## src/rtl/reservation_station_pkg.sv

```systemverilog
// Shared types for the reservation station: dispatch line layout and FU port numbering.
package reservation_station_pkg;

  localparam int PREG_W_PKG = 6;

  localparam int FU_ALU0 = 0;
  localparam int FU_ALU1 = 1;
  localparam int FU_MEM  = 2;
  localparam int NUM_FU  = 3;

  typedef struct packed {
    logic                  valid;
    logic [1:0]            fu;
    logic [3:0]            op;
    logic [PREG_W_PKG-1:0] rd;
    logic [PREG_W_PKG-1:0] rs1;
    logic [PREG_W_PKG-1:0] rs2;
    logic                  src1rdy;
    logic                  src2rdy;
    logic                  alu_src;
    logic [15:0]           imm;
  } rsEntry;

  typedef struct packed {
    rsEntry line_a;
    rsEntry line_b;
  } dispatchStruct;

  function automatic logic [1:0] popcount3(input logic [2:0] v);
    return 2'(v[0]) + 2'(v[1]) + 2'(v[2]);
  endfunction

endpackage

```

## src/rtl/reservation_station_select.sv

```systemverilog
// Lowest-index priority encoder: reports whether any bit is set and the index of the lowest one.
module rs_select #(
  parameter int N     = 16,
  parameter int IDX_W = $clog2(N)
) (
  input  logic [N-1:0]     eligible,
  output logic             found,
  output logic [IDX_W-1:0] index
);

  // Scan from the top so the lowest set bit is the last one written.
  always_comb begin
    found = 1'b0;
    index = '0;
    for (int i = N - 1; i >= 0; i--) begin
      if (eligible[i]) begin
        found = 1'b1;
        index = IDX_W'(i);
      end
    end
  end

endmodule

```

## src/rtl/reservation_station.sv

```systemverilog
// Unified reservation station: holds dispatched lines until operands are ready, issues to ALU0/ALU1/MEM.
module reservation_station
  import reservation_station_pkg::*;
#(
  parameter int RS_DEPTH = 16,
  parameter int PREG_W   = PREG_W_PKG,
  parameter int NUM_WAKE = 3
) (
  input  logic                            clk,
  input  logic                            reset,
  input  logic                            flush,
  input  rsEntry                          rs_in_a,
  input  rsEntry                          rs_in_b,
  output logic                            rs_stall,
  input  logic [NUM_WAKE-1:0]             wake_valid,
  input  logic [NUM_WAKE-1:0][PREG_W-1:0] wake_tag,
  output logic [NUM_FU-1:0]               issue_valid,
  output rsEntry [NUM_FU-1:0]             issue_entry,
  input  logic [NUM_FU-1:0]               issue_ready,
  output logic [$clog2(RS_DEPTH):0]       rs_count
);

  localparam int IDX_W = $clog2(RS_DEPTH);
  localparam int CNT_W = IDX_W + 1;

  function automatic logic tag_hit(input logic [PREG_W-1:0]             tag,
                                   input logic [NUM_WAKE-1:0]             wv,
                                   input logic [NUM_WAKE-1:0][PREG_W-1:0] wt);
    logic hit;
    hit = 1'b0;
    for (int w = 0; w < NUM_WAKE; w++) hit = hit | (wv[w] && (wt[w] == tag));
    return hit;
  endfunction

  // A line captured this cycle also picks up any same-cycle broadcast.
  function automatic rsEntry capture(input rsEntry                          e,
                                     input logic [NUM_WAKE-1:0]             wv,
                                     input logic [NUM_WAKE-1:0][PREG_W-1:0] wt);
    rsEntry r;
    r         = e;
    r.src1rdy = e.src1rdy | tag_hit(e.rs1, wv, wt);
    r.src2rdy = e.src2rdy | e.alu_src | tag_hit(e.rs2, wv, wt);
    return r;
  endfunction

  logic [RS_DEPTH-1:0] ent_vld;
  logic [RS_DEPTH-1:0] ent_vld_nxt;
  rsEntry              ent [RS_DEPTH];

  logic                free_a, free_b;
  logic [IDX_W-1:0]    slot_a, slot_b, slot_wb;
  logic                wr_a, wr_b;
  rsEntry              line_a, line_b;

  logic [RS_DEPTH-1:0] elig [NUM_FU];
  logic [NUM_FU-1:0]   sel_found;
  logic [IDX_W-1:0]    sel_idx [NUM_FU];
  rsEntry              sel_ent [NUM_FU];
  logic [NUM_FU-1:0]   take;
  logic [RS_DEPTH-1:0] clr;
  logic [1:0]          n_wr, n_iss;

  assign rs_stall = (rs_count > CNT_W'(RS_DEPTH - 2));

  always_comb begin
    free_a = 1'b0;
    free_b = 1'b0;
    slot_a = '0;
    slot_b = '0;
    for (int i = 0; i < RS_DEPTH; i++) begin
      if (!ent_vld[i]) begin
        if (!free_a) begin
          free_a = 1'b1;
          slot_a = IDX_W'(i);
        end else if (!free_b) begin
          free_b = 1'b1;
          slot_b = IDX_W'(i);
        end
      end
    end
  end

  assign wr_a    = rs_in_a.valid && !rs_stall && free_a;
  assign slot_wb = rs_in_a.valid ? slot_b : slot_a;
  assign wr_b    = rs_in_b.valid && !rs_stall && (rs_in_a.valid ? free_b : free_a);
  assign line_a  = capture(rs_in_a, wake_valid, wake_tag);
  assign line_b  = capture(rs_in_b, wake_valid, wake_tag);

  always_comb begin
    for (int p = 0; p < NUM_FU; p++) begin
      for (int i = 0; i < RS_DEPTH; i++) begin
        elig[p][i] = ent_vld[i] && ent[i].src1rdy && ent[i].src2rdy && (ent[i].fu == 2'(p));
      end
    end
  end

  for (genvar p = 0; p < NUM_FU; p++) begin : g_port
    rs_select #(.N(RS_DEPTH), .IDX_W(IDX_W)) u_sel (
      .eligible (elig[p]),
      .found    (sel_found[p]),
      .index    (sel_idx[p])
    );
  end

  // A port only selects when its issue register is empty or being drained this edge.
  always_comb begin
    clr = '0;
    for (int p = 0; p < NUM_FU; p++) begin
      take[p]          = (!issue_valid[p] || issue_ready[p]) && sel_found[p];
      sel_ent[p]       = ent[sel_idx[p]];
      sel_ent[p].valid = 1'b1;
      if (take[p]) clr[sel_idx[p]] = 1'b1;
    end
  end

  always_comb begin
    ent_vld_nxt = ent_vld & ~clr;
    if (wr_a) ent_vld_nxt[slot_a]  = 1'b1;
    if (wr_b) ent_vld_nxt[slot_wb] = 1'b1;
  end

  assign n_wr  = 2'(wr_a) + 2'(wr_b);
  assign n_iss = popcount3(take);

  always_ff @(posedge clk or posedge reset) begin
    if (reset) begin
      ent_vld  <= '0;
      rs_count <= '0;
    end else if (flush) begin
      ent_vld  <= '0;
      rs_count <= '0;
    end else begin
      ent_vld  <= ent_vld_nxt;
      rs_count <= rs_count + CNT_W'(n_wr) - CNT_W'(n_iss);
    end
  end

  // Entry payload carries no reset: a slot's contents matter only while its valid bit is set.
  always_ff @(posedge clk) begin
    for (int i = 0; i < RS_DEPTH; i++) begin
      if (wr_a && (slot_a == IDX_W'(i))) begin
        ent[i] <= line_a;
      end else if (wr_b && (slot_wb == IDX_W'(i))) begin
        ent[i] <= line_b;
      end else if (ent_vld[i]) begin
        if (tag_hit(ent[i].rs1, wake_valid, wake_tag)) ent[i].src1rdy <= 1'b1;
        if (tag_hit(ent[i].rs2, wake_valid, wake_tag)) ent[i].src2rdy <= 1'b1;
      end
    end
  end

  always_ff @(posedge clk or posedge reset) begin
    if (reset) begin
      issue_valid <= '0;
      issue_entry <= '0;
    end else if (flush) begin
      issue_valid <= '0;
      issue_entry <= '0;
    end else begin
      for (int p = 0; p < NUM_FU; p++) begin
        if (!issue_valid[p] || issue_ready[p]) begin
          issue_valid[p] <= sel_found[p];
          if (sel_found[p]) issue_entry[p] <= sel_ent[p];
        end
      end
    end
  end

  a_no_write_on_stall: assert property (@(posedge clk) disable iff (reset)
    rs_stall |-> !(rs_in_a.valid || rs_in_b.valid));

  a_count_in_range: assert property (@(posedge clk) disable iff (reset)
    rs_count <= CNT_W'(RS_DEPTH));

  a_no_fu3_a: assert property (@(posedge clk) disable iff (reset)
    rs_in_a.valid |-> (rs_in_a.fu != 2'd3));

  a_no_fu3_b: assert property (@(posedge clk) disable iff (reset)
    rs_in_b.valid |-> (rs_in_b.fu != 2'd3));

endmodule
```

## config.mk

```make
export PLATFORM = sky130hd
export DESIGN_NAME = reservation_station
export DESIGN_NICKNAME = d
export VERILOG_FILES = /design/src/rtl/reservation_station_pkg.sv /design/src/rtl/reservation_station_select.sv /design/src/rtl/reservation_station.sv
export SDC_FILE = /design/constraint.sdc
export NUM_CORES = 2
export LEC_CHECK = 0
export ABC_CLOCK_PERIOD_IN_PS = 14700
export CAP_MARGIN = 20
export CORE_ASPECT_RATIO = 1.25
export CORE_UTILIZATION = 25
export DETAILED_ROUTE_END_ITERATION = 7
export GPL_TIMING_DRIVEN = 1
export SETUP_SLACK_MARGIN = 0.02
export SLEW_MARGIN = 20
export SYNTH_ARGS = -nofsm -noshare
export SYNTH_HDL_FRONTEND = slang
export SYNTH_HIERARCHICAL = 1
export SYNTH_SLANG_ARGS = --single-unit
```

## constraint.sdc

```tcl
create_clock -name clk -period 14.7 [get_ports clk]
set_input_delay 4.41 -clock clk [delete_from_list [all_inputs] [get_ports clk]]
set_output_delay 4.41 -clock clk [all_outputs]
set_load 0.1 [all_outputs]
```

==> results.sh <==
export IMPL_synth_warnings=6
export IMPL_crit_type="in2reg"
export IMPL_maxcap_violations=0
export IMPL_postCtsHoldBufs=0
export IMPL_synth_largest_area_cell="edfxtp_1"
export IMPL_via_per_inst=5.595
export IMPL_met1Wirelength_um=93110
export IMPL_synthTopCellsByCount="688 x edfxtp_1, 645 x mux4_2, 477 x mux2_2"
export IMPL_slew_violations=0
export IMPL_chip_height_um=559.9
export IMPL_tns_ps=0
export IMPL_floorplan_io_pins=256
export IMPL_fin_crit_period_ps=8765
export IMPL_area_growth_syn_to_layout_pct=13.84
export IMPL_final_setup_skew_ps=56.40
export IMPL_worst_slew_margin_rel_pct=21.27
export IMPL_first_global_vias=44850
export IMPL_cts_tree="yes"
export IMPL_timing_hold_worst_class="reg2reg"
export IMPL_async_flop_share_pct=18.48
export IMPL_port_buffer_count=255
export IMPL_worstSkewPairLatency_ps=730
export IMPL_numCtsBuffers=90
export IMPL_cts_reportedPaths_clkPinSlew_ps=60
export IMPL_status="finished, final reports clean"
export IMPL_critPathBufInv=3
export IMPL_die_x_um=448.3
export IMPL_fp_coreArea_um2=247300
export IMPL_p_leak_nw=22.47
export IMPL_dr_total_vias=44350
export IMPL_worstPathMaxFanout=44
export IMPL_routed_wl_met2_um=121100
export IMPL_global_route_usage_total_pct=19.85
export IMPL_drtAntennaViolNets=0
export IMPL_top_layer_used="met5"
export IMPL_wl_um=255000
export IMPL_cp_cell_sequence="clkdlybuf4s50_1 > or3_1 > nand3_1 > a21oi_1 > or2_0 > o211ai_4 > buf_4 > a21boi_0 > clkinv_2"
export IMPL_syn_cell_area_um2=62250
export IMPL_finalInstanceArea_um2=70860
export IMPL_drt_pass1_iterations=5
export IMPL_timing_hold_violations_final=0
export IMPL_postSynthNetCount=4760
export IMPL_synth_top_cell_area_share_pct=33.19
export IMPL_total_power_per_unit_cell_area_nw_per_um2=106.0
export IMPL_synth_enable_flop_cells=688
export IMPL_count_of_state_elements_after_synthesis=844
export IMPL_remaining_drc_errors=0
export IMPL_starting_density_pct=25.17
export IMPL_critPathArrivalTime_ps=8900
export IMPL_drt_iter0_drc=5199
export IMPL_num_rows=204
export IMPL_layout_drive_gt1_share_pct=33.77
export IMPL_postSynthAreaPerCell_um2=13.44
export IMPL_whs_ps=478.9
export IMPL_ctsResizeCount=0
export IMPL_hpwlAfterDp_um=164600
export IMPL_synth_cell_types=95
export IMPL_post_cts_setup_buffer_count=0
export IMPL_placement_setup_worst_slack_ps=5240
export IMPL_placed_area_um2=67880
export IMPL_cts_sinks=844
export IMPL_critical_path_top_delay_family="buffers and inverters"
export IMPL_wire_length_of_the_first_global_routing_pass_um=355200
export IMPL_power_mw=7.509
export IMPL_worst_path_largest_cell_delay_ps=930
export IMPL_post_route_worst_setup_slack_ps=5935
export IMPL_cts_max_path_buffers=3
export IMPL_average_wire_per_cell_in_the_routed_design_um=32.18
export IMPL_grt_overflow=0
export IMPL_max_slew_worst_pin_slew_ps=1181
export IMPL_gpl_final_weighted_congestion=0.9335
export IMPL_antenna_violations_before_repair=23
export IMPL_met3_wirelength_um=23270
export IMPL_min_period_over_period_pct=59.63
export IMPL_htree_levels=3
export IMPL_synth_main_ff_cell="edfxtp_1"
export IMPL_yosys_top_cells_area="edfxtp_1 33%, mux4_2 23%, mux2_2 8.6%"
export IMPL_worst_ep_required_time_ps=14830
export IMPL_cp_slowest_cell="clkinv_2"
export IMPL_synth_yosys_seq_area_share_pct=39.46
export IMPL_grt_max_degree=133
export IMPL_crit_path_start_kind="input port"
export IMPL_worst_setup_path_end_kind="flop"
export IMPL_ctsRootBufferMaster="clkbuf_16"
export IMPL_rsz_0062_raised_after_global_routing="false"
export IMPL_nets=4675
export IMPL_setup_viol_count_final=0
export IMPL_maxClockFrequency_mhz=114.1
export IMPL_floorplan_die_area_um2=251000
export IMPL_synthMostInstantiatedCell="edfxtp_1"
export IMPL_vdd_ir_drop_worst_uv=83.10
export IMPL_syn_inst=4630
==> cell families (layout without fill, tap and decap cells) <==
group / count (synthesis) / in the layout / synth area share [%]
compound gates: 361 / 361 / 4.113
xor+xnor: 653 / 653 / 9.188
fa+ha+maj: 16 / 16 / 0.3658
buf+inv: 710 / 702 / 4.641
flops: 844 / 844 / 39.46
mux: 1326 / 1326 / 35.86
other cells: 0 / 8 / 0
simple gates: 720 / 720 / 6.368
==> layout by cell type (no fill, tap or decap), types with 21 or more instances in the layout <==
cell             instances
a21oi_1                 52
a22o_1                  43
buf_2                   21
buf_4                  141
clkbuf_1                32
clkbuf_16               91
clkdlybuf4s50_1        227
clkinv_2                22
dfrtp_1                156
edfxtp_1               688
inv_1                  122
mux2_1                 148
mux2_2                 477
mux2_4                  40
mux4_2                 645
nand2_1                197
nand3_1                 59
nand4_1                117
nor2_1                  61
nor3_1                  40
nor3b_1                 26
nor4_1                 114
o21ai_0                103
o31ai_1                 29
xnor2_1                327
xor2_1                 326
==> tightest hold or removal path, cell delays in order (launching register included) <==
cell	delay, ps
dfrtp_1	340
nand2_1	40
o21ai_0	60
==> metrics by stage <==
step,utilization (%),instances
CTS,28.65,7918
detailed placement,27.44,7749
global route,28.65,7921
finish,28.65,7926
floorplan,-,4630
global placement,27.45,7749
==> path summary, 6_finish.rpt <==
kind | startpoint | to | slack (ps) | cells past startpoint
worst max-delay path | rs_in_a[43] | ent[6][35] | 5930 | 9
worst min-delay path | issue_entry[17] | issue_entry[17] | 480 | 2
worst max register to register | ent_vld[1] | ent[6][35] | 8070 | 11
worst min register to register | issue_entry[17] | issue_entry[17] | 480 | 2
max in group asynchronous | reset | issue_entry[68] | 8780 | 4
min in group asynchronous | reset | issue_entry[83] | 4140 | 2
==> metal layers <==
layer / track usage, % / vias up
met5: 0 / -
met1: 23.65 / 23290
met2: 32.39 / 2534
li1: - / 17820
met4: 11.97 / 22
met3: 4.561 / 684
==> report_power, final <==
part           switching (mW)  internal (mW)  total, mW
registers               0.157           2.79       2.95
clock network            1.06           1.31       2.38
logic                    1.37          0.816       2.18
==> final cells by class <==
type                    count  area, µm²
fillers                 24860     176500
multi-input cells        3076      35100
flip-flops and latches    844      24560
well taps                3296       4124
repair buffers            394       3521
clock buffers             133       2529
inverters                 139      543.0
clock inverters            36      457.9
diodes                      8      20.02
==> state kept, by name (all words and copies together) (netlist names) <==
signal and count:
issue_entry 132, ent 688, ent_vld 16, rs_count 5, issue_valid 3
(Power assumes the default switching activity.)
